## config.mk

```make
export PLATFORM = sky130hd
export DESIGN_NAME = float_add_pipe_flat
export DESIGN_NICKNAME = d
export VERILOG_FILES = /design/src/rtl/float_add_pipe_if.sv /design/src/rtl/float_add_pipe.sv /design/src/flat_wrapper.sv
export SDC_FILE = /design/constraint.sdc
export NUM_CORES = 1
export LEC_CHECK = 0
export ABC_AREA = 1
export BUFFER_PORTS_ARGS = -buffer_cell sky130_fd_sc_hd__buf_2
export CAP_MARGIN = 15
export CORE_ASPECT_RATIO = 1.1
export CORE_MARGIN = 4
export CORE_UTILIZATION = 46
export DETAILED_ROUTE_END_ITERATION = 8
export GPL_TIMING_DRIVEN = 0
export PLACE_DENSITY_LB_ADDON = 0.1
export SLEW_MARGIN = 20
export SYNTH_ARGS = -nofsm -noshare
export SYNTH_HDL_FRONTEND = slang
export SYNTH_SLANG_ARGS = --single-unit
```

## constraint.sdc

```tcl
create_clock -name clk -period 1.97 [get_ports clk]
set_input_delay 0.197 -clock clk [delete_from_list [all_inputs] [get_ports clk]]
set_output_delay 0.197 -clock clk [all_outputs]
set_load 0.005 [all_outputs]
```

## src/rtl/float_add_pipe_if.sv

```systemverilog
// Handshake and data bundle for float_add_pipe.
//   master: producer/consumer side (drives operands and out_ready)
//   slave : the adder (drives in_ready, out_valid, result, sat)
// Signals:
//   in_valid/in_ready  - operand pair handshake
//   a_in/b_in          - operands, {exp, mant}, value = mant * 2^exp
//   out_valid/out_ready- result handshake
//   result/sat         - sum {exp, mant}; sat marks a clamped result
interface float_add_pipe_if #(
  parameter int unsigned EXP_W = 3,
  parameter int unsigned MAN_W = 5
);
  localparam int unsigned W = EXP_W + MAN_W;

  logic         in_valid;
  logic         in_ready;
  logic [W-1:0] a_in;
  logic [W-1:0] b_in;
  logic         out_valid;
  logic         out_ready;
  logic [W-1:0] result;
  logic         sat;

  modport master (
    output in_valid, a_in, b_in, out_ready,
    input  in_ready, out_valid, result, sat
  );

  modport slave (
    input  in_valid, a_in, b_in, out_ready,
    output in_ready, out_valid, result, sat
  );
endinterface

```

## src/rtl/float_add_pipe.sv

```systemverilog
// float_add_pipe: 3-stage unsigned mini-float adder with valid/ready flow.
//   S1 compare/swap, S2 align, S3 add/normalise/saturate.
// Ports:
//   clk   - clock, rising edge
//   reset - synchronous, active-high
//   bus   - float_add_pipe_if.slave (operands in, result/sat out)
// Optional feature: define FLOAT_ADD_PIPE_ROUND_EN to round half up on the
// guard bit; otherwise the result is truncated and no guard bit is kept.
module float_add_pipe #(
  parameter int unsigned EXP_W = 3,
  parameter int unsigned MAN_W = 5
) (
  input  logic           clk,
  input  logic           reset,
  float_add_pipe_if.slave bus
);
  localparam int unsigned W    = EXP_W + MAN_W;
  localparam int unsigned EMAX = (1 << EXP_W) - 1;
`ifdef FLOAT_ADD_PIPE_ROUND_EN
  localparam int unsigned AL_W = MAN_W + 1;  // aligned mantissa incl. guard
`else
  localparam int unsigned AL_W = MAN_W;      // guard bit never needed
`endif

  // Whole pipeline advances unless the output register is held
  logic adv_c;

  // S1 registers: ordered operands
  logic         v1_q, v1_d;
  logic [W-1:0] g_q, g_d;
  logic [W-1:0] l_q, l_d;

  // S2 registers: larger exponent/mantissa and aligned smaller mantissa
  logic             v2_q, v2_d;
  logic [EXP_W-1:0] e2_q, e2_d;
  logic [MAN_W-1:0] m2_q, m2_d;
  logic [AL_W-1:0]  al_q, al_d;

  // S3 registers: output
  logic         ov_q, ov_d;
  logic [W-1:0] res_q, res_d;
  logic         sat_q, sat_d;

  logic [EXP_W-1:0] d_c;
  logic [EXP_W:0]   exp_c;
  logic [MAN_W-1:0] mant_c;
`ifdef FLOAT_ADD_PIPE_ROUND_EN
  logic [MAN_W+1:0] sum_c;
  logic             rbit_c;
`else
  logic [MAN_W:0]   sum_c;
`endif

  assign adv_c         = !(ov_q && !bus.out_ready);
  assign bus.in_ready  = adv_c;
  assign bus.out_valid = ov_q;
  assign bus.result    = res_q;
  assign bus.sat       = sat_q;

  // S1: larger {exp, mant} becomes G; ties keep A as G
  always_comb begin
    v1_d = bus.in_valid;
    g_d  = bus.a_in;
    l_d  = bus.b_in;
    if (bus.a_in < bus.b_in) begin
      g_d = bus.b_in;
      l_d = bus.a_in;
    end
  end

  // S2: shift the smaller mantissa right by the exponent difference
  always_comb begin
    v2_d = v1_q;
    e2_d = g_q[W-1:MAN_W];
    m2_d = g_q[MAN_W-1:0];
    d_c  = g_q[W-1:MAN_W] - l_q[W-1:MAN_W];
    al_d = '0;
`ifdef FLOAT_ADD_PIPE_ROUND_EN
    if (32'(d_c) <= MAN_W) al_d = {l_q[MAN_W-1:0], 1'b0} >> d_c;
`else
    // Upper bits of {mantL, 0} >> d equal mantL >> d
    if (32'(d_c) < MAN_W) al_d = l_q[MAN_W-1:0] >> d_c;
`endif
  end

  // S3: add, normalise on carry-out, optional rounding, saturate
  always_comb begin
    exp_c  = {1'b0, e2_q};
    mant_c = '0;
`ifdef FLOAT_ADD_PIPE_ROUND_EN
    sum_c  = {1'b0, m2_q, 1'b0} + {1'b0, al_q};
    rbit_c = sum_c[0];
    if (sum_c[MAN_W+1]) begin
      mant_c = sum_c[MAN_W+1:2];
      rbit_c = sum_c[1];
      exp_c  = exp_c + {{EXP_W{1'b0}}, 1'b1};
    end else begin
      mant_c = sum_c[MAN_W:1];
    end
    if (rbit_c) begin
      if (&mant_c) begin
        // Rounding carried out of the mantissa: renormalise
        mant_c = {1'b1, {(MAN_W-1){1'b0}}};
        exp_c  = exp_c + {{EXP_W{1'b0}}, 1'b1};
      end else begin
        mant_c = mant_c + {{(MAN_W-1){1'b0}}, 1'b1};
      end
    end
`else
    sum_c = {1'b0, m2_q} + {1'b0, al_q};
    if (sum_c[MAN_W]) begin
      mant_c = sum_c[MAN_W:1];
      exp_c  = exp_c + {{EXP_W{1'b0}}, 1'b1};
    end else begin
      mant_c = sum_c[MAN_W-1:0];
    end
`endif
    ov_d  = v2_q;
    res_d = res_q;
    sat_d = sat_q;
    if (v2_q) begin
      if (32'(exp_c) > EMAX) begin
        res_d = '1;
        sat_d = 1'b1;
      end else begin
        res_d = {exp_c[EXP_W-1:0], mant_c};
        sat_d = 1'b0;
      end
    end
  end

  // Stage registers; reset drops everything in flight
  always_ff @(posedge clk) begin
    if (reset) begin
      v1_q  <= 1'b0;
      g_q   <= '0;
      l_q   <= '0;
      v2_q  <= 1'b0;
      e2_q  <= '0;
      m2_q  <= '0;
      al_q  <= '0;
      ov_q  <= 1'b0;
      res_q <= '0;
      sat_q <= 1'b0;
    end else if (adv_c) begin
      v1_q  <= v1_d;
      g_q   <= g_d;
      l_q   <= l_d;
      v2_q  <= v2_d;
      e2_q  <= e2_d;
      m2_q  <= m2_d;
      al_q  <= al_d;
      ov_q  <= ov_d;
      res_q <= res_d;
      sat_q <= sat_d;
    end
  end
endmodule

```

## src/flat_wrapper.sv

```systemverilog
// flat-port wrapper written by rule: the top's interface ports become plain ports
module float_add_pipe_flat 
#(
  parameter int unsigned EXP_W = 3,
  parameter int unsigned MAN_W = 5
)
  (clk, reset, bus_in_valid, bus_a_in, bus_b_in, bus_out_ready, bus_in_ready, bus_out_valid, bus_result, bus_sat);
  float_add_pipe_if #(.EXP_W(EXP_W), .MAN_W(MAN_W)) bus_i ();
  input  logic clk;
  input  logic reset;
  input wire logic [$bits(bus_i.in_valid)-1:0] bus_in_valid;
  input wire logic [$bits(bus_i.a_in)-1:0] bus_a_in;
  input wire logic [$bits(bus_i.b_in)-1:0] bus_b_in;
  input wire logic [$bits(bus_i.out_ready)-1:0] bus_out_ready;
  output wire logic [$bits(bus_i.in_ready)-1:0] bus_in_ready;
  output wire logic [$bits(bus_i.out_valid)-1:0] bus_out_valid;
  output wire logic [$bits(bus_i.result)-1:0] bus_result;
  output wire logic [$bits(bus_i.sat)-1:0] bus_sat;
  assign bus_i.in_valid = bus_in_valid;
  assign bus_i.a_in = bus_a_in;
  assign bus_i.b_in = bus_b_in;
  assign bus_i.out_ready = bus_out_ready;
  assign bus_in_ready = bus_i.in_ready;
  assign bus_out_valid = bus_i.out_valid;
  assign bus_result = bus_i.result;
  assign bus_sat = bus_i.sat;
  float_add_pipe #(.EXP_W(EXP_W), .MAN_W(MAN_W)) u_core (.clk(clk), .reset(reset), .bus(bus_i));
endmodule
```

# ---- After elaboration in Yosys (flattened, before gate mapping)
# Index checks and enable logic that the tools add are counted.
dict set report totals {
  word_cells 29
  out_inout_bits 11
  input_bits 20
  ff_bits 41
}
dict set report op_classes {
  n_mux 7
  order_cmp 3
  addsub 3
  reduce_logical 4
  n_bitwise 1
  shift 1
}
# cell n
set op_table {}
lappend op_table {{$mux W8} 3}
lappend op_table {{$mux W5} 2}
lappend op_table {{$lt A8 B8 Y1} 1}
lappend op_table {{$add A5 B5 Y6} 1}
lappend op_table {{$shr A5 B3 Y5} 1}
lappend op_table {{$add A3 B1 Y4 const B} 1}
lappend op_table {{$gt A4 B3 Y1 const B} 1}
lappend op_table {{$mux W4} 1}
lappend op_table {{$lt A3 B3 Y1 const B} 1}
lappend op_table {{$sub A3 B3 Y3} 1}
lappend op_table {{$logic_not A1 Y1} 2}
lappend op_table {{$reduce_and A2 Y1} 1}
lappend op_table {{$logic_and A1 B1 Y1} 1}
lappend op_table {{$mux W1} 1}
lappend op_table {{$not A1 Y1} 1}

# ---- Longest topological paths before layout
# Gate-level depths: netlist of the first run.
dict set report depth {
  ltp_word 4
  ltp_mapped 12
  depth_no_buf 11
}

# ---- Worst setup path before layout of the first run
# No wires, ideal clock.
dict set report synth_path {
  kind {register to register}
  startpoint {reg u_core.g_q[5]}
  endpoint {reg u_core.al_q[0]}
  n_path_buf 0
  synth_period_minus_slack_ns 1.578
  arrival_time_ns 1.448
  setup_time_ns 0.130
  path_slack_ns 0.392
  t_required_ns 1.840
  path_stages_with_launch 11
  path_cell_list {dfxtp_1 > inv_1 > ha_1 > inv_1 > fa_1 > inv_1 > nand3_1 > nand2_1 > nand2_1 > o21ai_0 > a21oi_1}
}
dict set report synth_between {
  elab_chain_len 3
}
# item line
set synth_lines {}
lappend synth_lines {{start: declaration} float_add_pipe.sv:30} ;# logic [W-1:0] g_q, g_d;
lappend synth_lines {{start signal: assignment} float_add_pipe.sv:147} ;# g_q <= g_d;
lappend synth_lines {{$sub A3 B3 Y3 *} float_add_pipe.sv:76} ;# d_c = g_q[W-1:MAN_W] - l_q[W-1:MAN_W];
lappend synth_lines {{$lt A3 B3 Y1 / $shr A5 B3 Y5 (equally long branches)} float_add_pipe.sv:82} ;# if (32'(d_c) < MAN_W) al_d = l_q[MAN_W-1:0] >> d_c;
lappend synth_lines {{$mux W5 *} float_add_pipe.sv:82}
lappend synth_lines {{end signal: assignment} float_add_pipe.sv:152} ;# al_q <= al_d;
lappend synth_lines {{end: declaration} float_add_pipe.sv:37} ;# logic [AL_W-1:0] al_q, al_d;
# Mark *: on every way between the ends. The rest lies on a longest branch, timed or not.
# A chain may end at the register's enable or synchronous reset.

# ---- Final worst setup path of the first run
dict set report layout_path {
  startpoint {reg u_core.ov_q (netlist: u_core.bus.out_valid)}
  endpoint {out bus_in_ready}
}
dict set report layout_between {
  elab_chain_len 2
}
# item line
set layout_lines {}
lappend layout_lines {{start: declaration} float_add_pipe.sv:40} ;# logic ov_q, ov_d;
lappend layout_lines {{start signal: assignment} float_add_pipe.sv:153} ;# ov_q <= ov_d;
lappend layout_lines {{$logic_and A1 B1 Y1} float_add_pipe.sv:54} ;# assign adv_c = !(ov_q && !bus.out_ready);
lappend layout_lines {{$logic_not A1 Y1} float_add_pipe.sv:54}
lappend layout_lines {{end: declaration} flat_wrapper.sv:15} ;# output wire logic [$bits(bus_i.in_ready)-1:0] bus_in_ready;
# No other way between the ends.

==> flow_metrics.py, run 1 <==
metrics = {
    "drt": {
        "drt.antenna.violating_nets": 0,
        "met2_wirelength_um": 2740,
        "routed_wl_um": 5440,
        "drtPass1Iterations": 5,
        "wire_per_inst_um": 11.8,
        "num_vias": 2242,
        "drt_first_iter_violations": 96,
        "highest_layer": "met4",
        "drc_errors": 0,
        "wl_met1_um": 2360,
        "dr_wl_met3_um": 212,
        "post_drt_via_cell_ratio": 4.85,
    },
    "power_and_ir_drop": {
        "ir_worst_vdd_mv": 0.489,
        "p_leak_nw": 1.46,
        "p_sw_mw": 0.651,
        "p_int_mw": 1.53,
        "power_mw": 2.18,
        "sw_frac_of_total_pct": 29.8,
        "powerDensity_nw_per_um2": 762,
        "comb_power_share_pct": 24.0,
        "pwr-share-clk_pct": 32.4,
        "power_frac_seq_pct": 43.6,
    },
    "final_layout": {
        "final_util_pct": 55.8,
        "seq_area_um2": 821,
        "fillers": 553,
        "area_growth_syn_to_layout_pct": 14.2,
        "multi_input_area_um2": 1440,
        "nNetsFinal": 425,
        "n_antenna_cell": 0,
        "stdcell_area_um2": 2870,
        "final_layout_size_suffix_gt1_share_pct": 20.5,
        "final_cells": 462,
    },
    "setup_path": {
        "crit_top_cell": "inv_1",
        "end_kind": "primary output",
        "crit_fanout": 10,
        "slowest_stage": "dfxtp_1",
        "r2r-end": "u_core.al_q[0]",
        "startpoint": "u_core.bus.out_valid",
        "cp_cell_sequence": "inv_1 > nor2_2 > inv_1 > clkbuf_1 > buf_2",
        "timing.rr.start": "u_core.g_q[5]",
        "cp.arrival_ns": 1.56,
        "max_stage_delay_ns": 0.33,
        "reg2reg_depth": 10,
        "startpoint_type": "flip-flop",
        "worstPathRequired_ns": 1.77,
        "crit_type": "reg2out",
        "reg2reg_slack_ns": 0.25,
    },
    "global_routing": {
        "antenna_found_initial": 0,
        "gr-total-overflow": 0,
        "grt_max_degree": 14,
        "grt_usage_pct": 17.5,
        "grt_pass1_vias": 2169,
        "grt_pass1_wl_um": 9580,
    },
    "clock_tree": {
        "cts_made_buffers": 5,
        "clockBufferDepth": 2,
        "cts_resized": 0,
        "postCtsSetupBuffers": 0,
        "clk_pin_slew_worst_paths_ns": 0.08,
        "htreeDepth": 2,
        "ctsHoldBuffers": 0,
        "cts_tree": "yes",
        "root_buffer": "clkbuf_8",
        "clock-sinks": 41,
        "worst_skew_pair.late_latency_ns": 0.30,
    },
    "logic_synthesis": {
        "syn-num-nets": 389,
        "syn-cell-area_um2": 2510,
        "yosys-top-cells-area": "dfxtp_1 (33%), nand2_1 (9.1%), nor2_1 (7.9%)",
        "syn_avg_cell_area_um2": 7.11,
        "yosysTopAreaCellShare_pct": 32.7,
        "ys_seq_area_share_pct": 32.7,
        "synth_edf_count": 0,
        "ys.flop_type": "dfxtp_1",
        "ys_seq_elements": 41,
        "synth.most_common_cell": "nand2_1",
        "synthTopCellsByCount": "nand2_1 (61), nor2_1 (53), dfxtp_1 (41)",
        "synth_cell_type_count": 34,
        "yosysTopAreaCell": "dfxtp_1",
        "synth-async-reset-ratio_pct": 0,
        "yosysWarnings": 0,
        "synthCells": 353,
    },
    "floorplanning": {
        "num_rows": 27,
        "die_h_um": 85.5,
        "start_util_pct": 48.9,
        "fp.dieW_um": 78.4,
        "dieArea_um2": 6710,
        "ios": 31,
        "core-area_um2": 5130,
    },
    "sta": {
        "period_needed_ns": 1.75,
        "finalClockSkew_ns": 0.00983,
        "fin_ws_ns": 0.215,
        "setup_viol": 0,
        "report.final.slew_viol_count": 0,
        "relSlewSlack_pct": 69.3,
        "fin_crit_sh_pct": 89.1,
        "fmax_mhz": 570,
        "setup_tns_ns": 0,
        "worstMarginPinSlew_ns": 0.461,
        "grt_setup_unrepaired": "false",
        "hold_viol": 0,
        "holdWs_ns": 0.154,
    },
    "run": {
        "maxCapViolations": 0,
    },
    "place": {
        "dp_cells": 454,
        "io_buffers": 29,
        "dp_hpwl_um": 4340,
        "placed_area_um2": 2750,
        "dp_slack_ns": 0.264,
        "gp_congestion": 0.894,
    },
    "min_path": {
        "min_path_type": "in2reg",
        "hold_path_end": "u_core.v1_q",
        "holdPathStages": 3,
        "hold_start": "bus_in_valid",
    },
    "status": {
        "status": "completed",
    },
}
==> power groups by stage <==
| stage | Clock, mW | Sequential [mW] | Combinational (mW) |
|---|---|---|---|
| after floorplan | 0 | 0.962 | 0.408 |
| after global placement | 0 | 0.971 | 0.519 |
| after detailed placement | 0 | 0.972 | 0.526 |
| after CTS | 0.729 | 0.953 | 0.529 |
| after global routing | 0.769 | 0.963 | 0.604 |
| final | 0.708 | 0.952 | 0.523 |
==> sequential cells by signal, summed over array words and instances, names as in the netlist <==
name                  count
u_core.bus.result         8
u_core.l_q                8
u_core.e2_q               3
u_core.ov_d               1
u_core.al_q               5
u_core.m2_q               5
u_core.g_q                8
u_core.bus.sat            1
u_core.v1_q               1
u_core.bus.out_valid      1
==> per-layer routing <==
metal / vias up / global-route usage [%]
met5: - / 0
met4: 0 / 7.63
met3: 12 / 3.89
met2: 43 / 32.2
met1: 967 / 19.3
li1: 1220 / -
==> logic make-up after synthesis <==
kind of cell | count (synthesis) | synth area share (%)
DFF | 41 | 32.7
AOI/OAI and AO/OA | 74 | 18.5
and+or+nand+nor | 161 | 28.6
adders and majority gates | 16 | 8.57
xor gates and xnor gates | 4 | 1.69
buffers and inverters | 57 | 9.96
==> cells in the final DEF (no fill, tap or decap), types with 14 or more instances in the layout <==
cell	instances
o21ai_0	35
nand2_1	61
buf_2	34
nor2_1	53
ha_1	14
a21oi_1	15
nand3_1	28
a21oi_2	16
dfxtp_1	41
inv_1	37
==> how the worst max path moves through the flow <==
stage / end / slack [ns] / cells past startpoint
3_3_place_gp: u_core.al_q[0] / 0.28 / 10
2_1_floorplan: u_core.al_q[0] / 0.39 / 10
3_5_place_dp: u_core.al_q[0] / 0.26 / 10
5_1_grt: bus_in_ready / 0.05 / 5
4_1_cts: bus_in_ready / 0.19 / 5
6_report: bus_in_ready / 0.22 / 5
==> cell type report <==
type	instances	share of cell area (%)
tap	72	3.14
inverter	40	5.24
timing repair buffer	29	5.06
sequential	41	28.6
multi-input combinational	255	50.2
clock buffer	6	2.88
buffer	17	3.49
clock inverter	2	1.31
==> critical path, delay by kind of cell (launching register included) <==
family / cells / cell delay [ns]
buffers and inverters: 4 / 0.66
flip-flops: 1 / 0.33
AND/OR/NAND/NOR: 1 / 0.26
Note: power is estimated with default switching activity, not from simulation.
==> inputs of run 2 (changes only) <==
--- a/config.mk
+++ b/config.mk
@@ -8,7 +8,7 @@
 export ABC_AREA = 1
 export BUFFER_PORTS_ARGS = -buffer_cell sky130_fd_sc_hd__buf_2
 export CAP_MARGIN = 15
-export CORE_ASPECT_RATIO = 1.1
+export CORE_ASPECT_RATIO = 0.6
 export CORE_MARGIN = 4
 export CORE_UTILIZATION = 46
 export DETAILED_ROUTE_END_ITERATION = 8
==> flow_metrics.py, run 2 (same netlist as run 1, synthesis figures left out) <==
metrics = {
    "sta": {
        "grt_setup_unrepaired": "false",
        "fin_crit_sh_pct": 90.0,
        "worstMarginPinSlew_ns": 0.504,
        "relSlewSlack_pct": 66.4,
        "fin_ws_ns": 0.197,
        "hold_viol": 0,
        "report.final.slew_viol_count": 0,
        "setup_viol": 0,
        "finalClockSkew_ns": 0.00839,
        "fmax_mhz": 564,
        "setup_tns_ns": 0,
        "period_needed_ns": 1.77,
    },
    "floorplanning": {
        "start_util_pct": 48.5,
        "dieArea_um2": 6740,
        "num_rows": 20,
        "fp.dieW_um": 103,
        "core-area_um2": 5180,
        "die_h_um": 65.2,
        "ios": 31,
    },
    "setup_path": {
        "startpoint_type": "flip-flop",
        "crit_buf_inv": 0,
        "cp_cell_sequence": "ha_1 > fa_1 > xor2_1 > nor3b_1 > nor2_1 > nor2_2",
        "timing.rr.start": "u_core.al_q[0]",
        "crit_path_end": "u_core.bus.result[2]",
        "cp.depth": 6,
        "worstPathRequired_ns": 2.21,
        "r2r-end": "u_core.bus.result[2]",
        "end_kind": "flip-flop",
        "max_stage_delay_ns": 0.42,
        "crit_family": "adder cells",
        "reg2reg_depth": 6,
        "startpoint": "u_core.al_q[0]",
        "reg2reg_slack_ns": 0.20,
        "cp.arrival_ns": 2.02,
        "crit_fanout": 3,
        "crit_type": "reg2reg",
        "slowest_stage": "fa_1",
    },
    "final_layout": {
        "n_antenna_cell": 0,
        "layout_common_cells": "nand2_1 (61), nor2_1 (53), dfxtp_1 (41)",
        "area_growth_syn_to_layout_pct": 12.5,
        "final_layout_size_suffix_gt1_share_pct": 20.1,
        "nNetsFinal": 425,
        "final_common_cell": "nand2_1",
    },
    "drt": {
        "drc_errors": 0,
        "drtPass1Iterations": 5,
        "routed_wl_um": 5950,
        "num_vias": 2314,
        "post_drt_via_cell_ratio": 5.09,
        "drt.antenna.violating_nets": 0,
        "wire_per_inst_um": 13.1,
        "drt_first_iter_violations": 166,
    },
    "power_and_ir_drop": {
        "ir_worst_vdd_mv": 0.341,
        "powerDensity_nw_per_um2": 730,
        "p_leak_nw": 1.44,
    },
    "clock_tree": {
        "clock-sinks": 41,
        "root_buffer": "clkbuf_8",
        "cts_resized": 0,
        "ctsHoldBuffers": 0,
        "clk_pin_slew_worst_paths_ns": 0.08,
        "cts_made_buffers": 5,
        "cts_tree": "yes",
        "worst_skew_pair.late_latency_ns": 0.30,
        "clockBufferDepth": 2,
        "postCtsSetupBuffers": 0,
        "htreeDepth": 2,
    },
    "global_routing": {
        "grt_pass1_wl_um": 10400,
        "grt_usage_pct": 19.9,
        "antenna_found_initial": 0,
        "grt_max_degree": 12,
        "gr-total-overflow": 0,
        "grt_pass1_vias": 2094,
    },
    "status": {
        "status": "completed",
    },
    "min_path": {
        "min_path_type": "in2reg",
    },
    "place": {
        "dp_slack_ns": 0.207,
        "io_buffers": 29,
        "gp_congestion": 0.821,
        "dp_hpwl_um": 4800,
    },
    "run": {
        "maxCapViolations": 0,
    },
}
[run 2: changes by cell type in the layout (fill, tap and decap cells not counted)]
cell,change
bufinv_16,-1
clkinvlp_4,-1
clkbuf_1,+1
[run 2: layer usage]
layer	vias to the layer above	track usage (%)	share of wire, %
li1	1220	-	-
met1	1035	34.9	59
met2	53	22.5	33
met3	6	4.14	7.0
met4	0	4.85	0.67
met5	-	0	0
[run 2: where the power goes]
part	total, mW	leakage, nW	switching (mW)	internal (mW)
clock network	0.560	0.0443	0.281	0.278
registers	0.961	0.337	0.0549	0.906
logic	0.542	1.06	0.326	0.216
[run 2: worst reg2reg max path: stages, from the launching register on]
cell and delay (ns):
dfxtp_1 0.34, ha_1 0.25, fa_1 0.42, xor2_1 0.23, nor3b_1 0.30, nor2_1 0.11
nor2_2 0.07
[run 2: how the worst min path moves through the flow]
stage / startpoint / end / cells past startpoint
floorplan: bus_in_valid / u_core.v1_q / 2
global placement: u_core.bus.sat / u_core.bus.sat / 2
detailed placement: u_core.bus.sat / u_core.bus.sat / 2
CTS: bus_in_valid / u_core.v1_q / 3
global route: bus_in_valid / u_core.v1_q / 3
finish: bus_in_valid / u_core.v1_q / 3
[run 2: through the flow]
| stage | std cells | cell area [um^2] | util [%] | power [mW] | hold slack, ns |
|---|---|---|---|---|---|
| after floorplan | 353 | 2510 | - | 1.37 | 0.364 |
| after global placement | 448 | 2740 | 52.9 | 1.51 | 0.451 |
| after detailed placement | 448 | 2740 | 52.9 | 1.52 | 0.454 |
| after CTS | 455 | 2830 | 54.5 | 2.08 | 0.179 |
| after global routing | 455 | 2830 | 54.5 | 2.20 | 0.192 |
| final | 455 | 2830 | 54.5 | 2.06 | 0.172 |
[run 2: layout make-up]
class | instances | area (um^2)
buffer | 17 | 100
clock buffer | 7 | 86.3
fill | 531 | 2350
inverter | 40 | 150
multi-input combinational | 255 | 1440
sequential | 41 | 821
tap | 66 | 82.6
timing repair buffer | 29 | 145
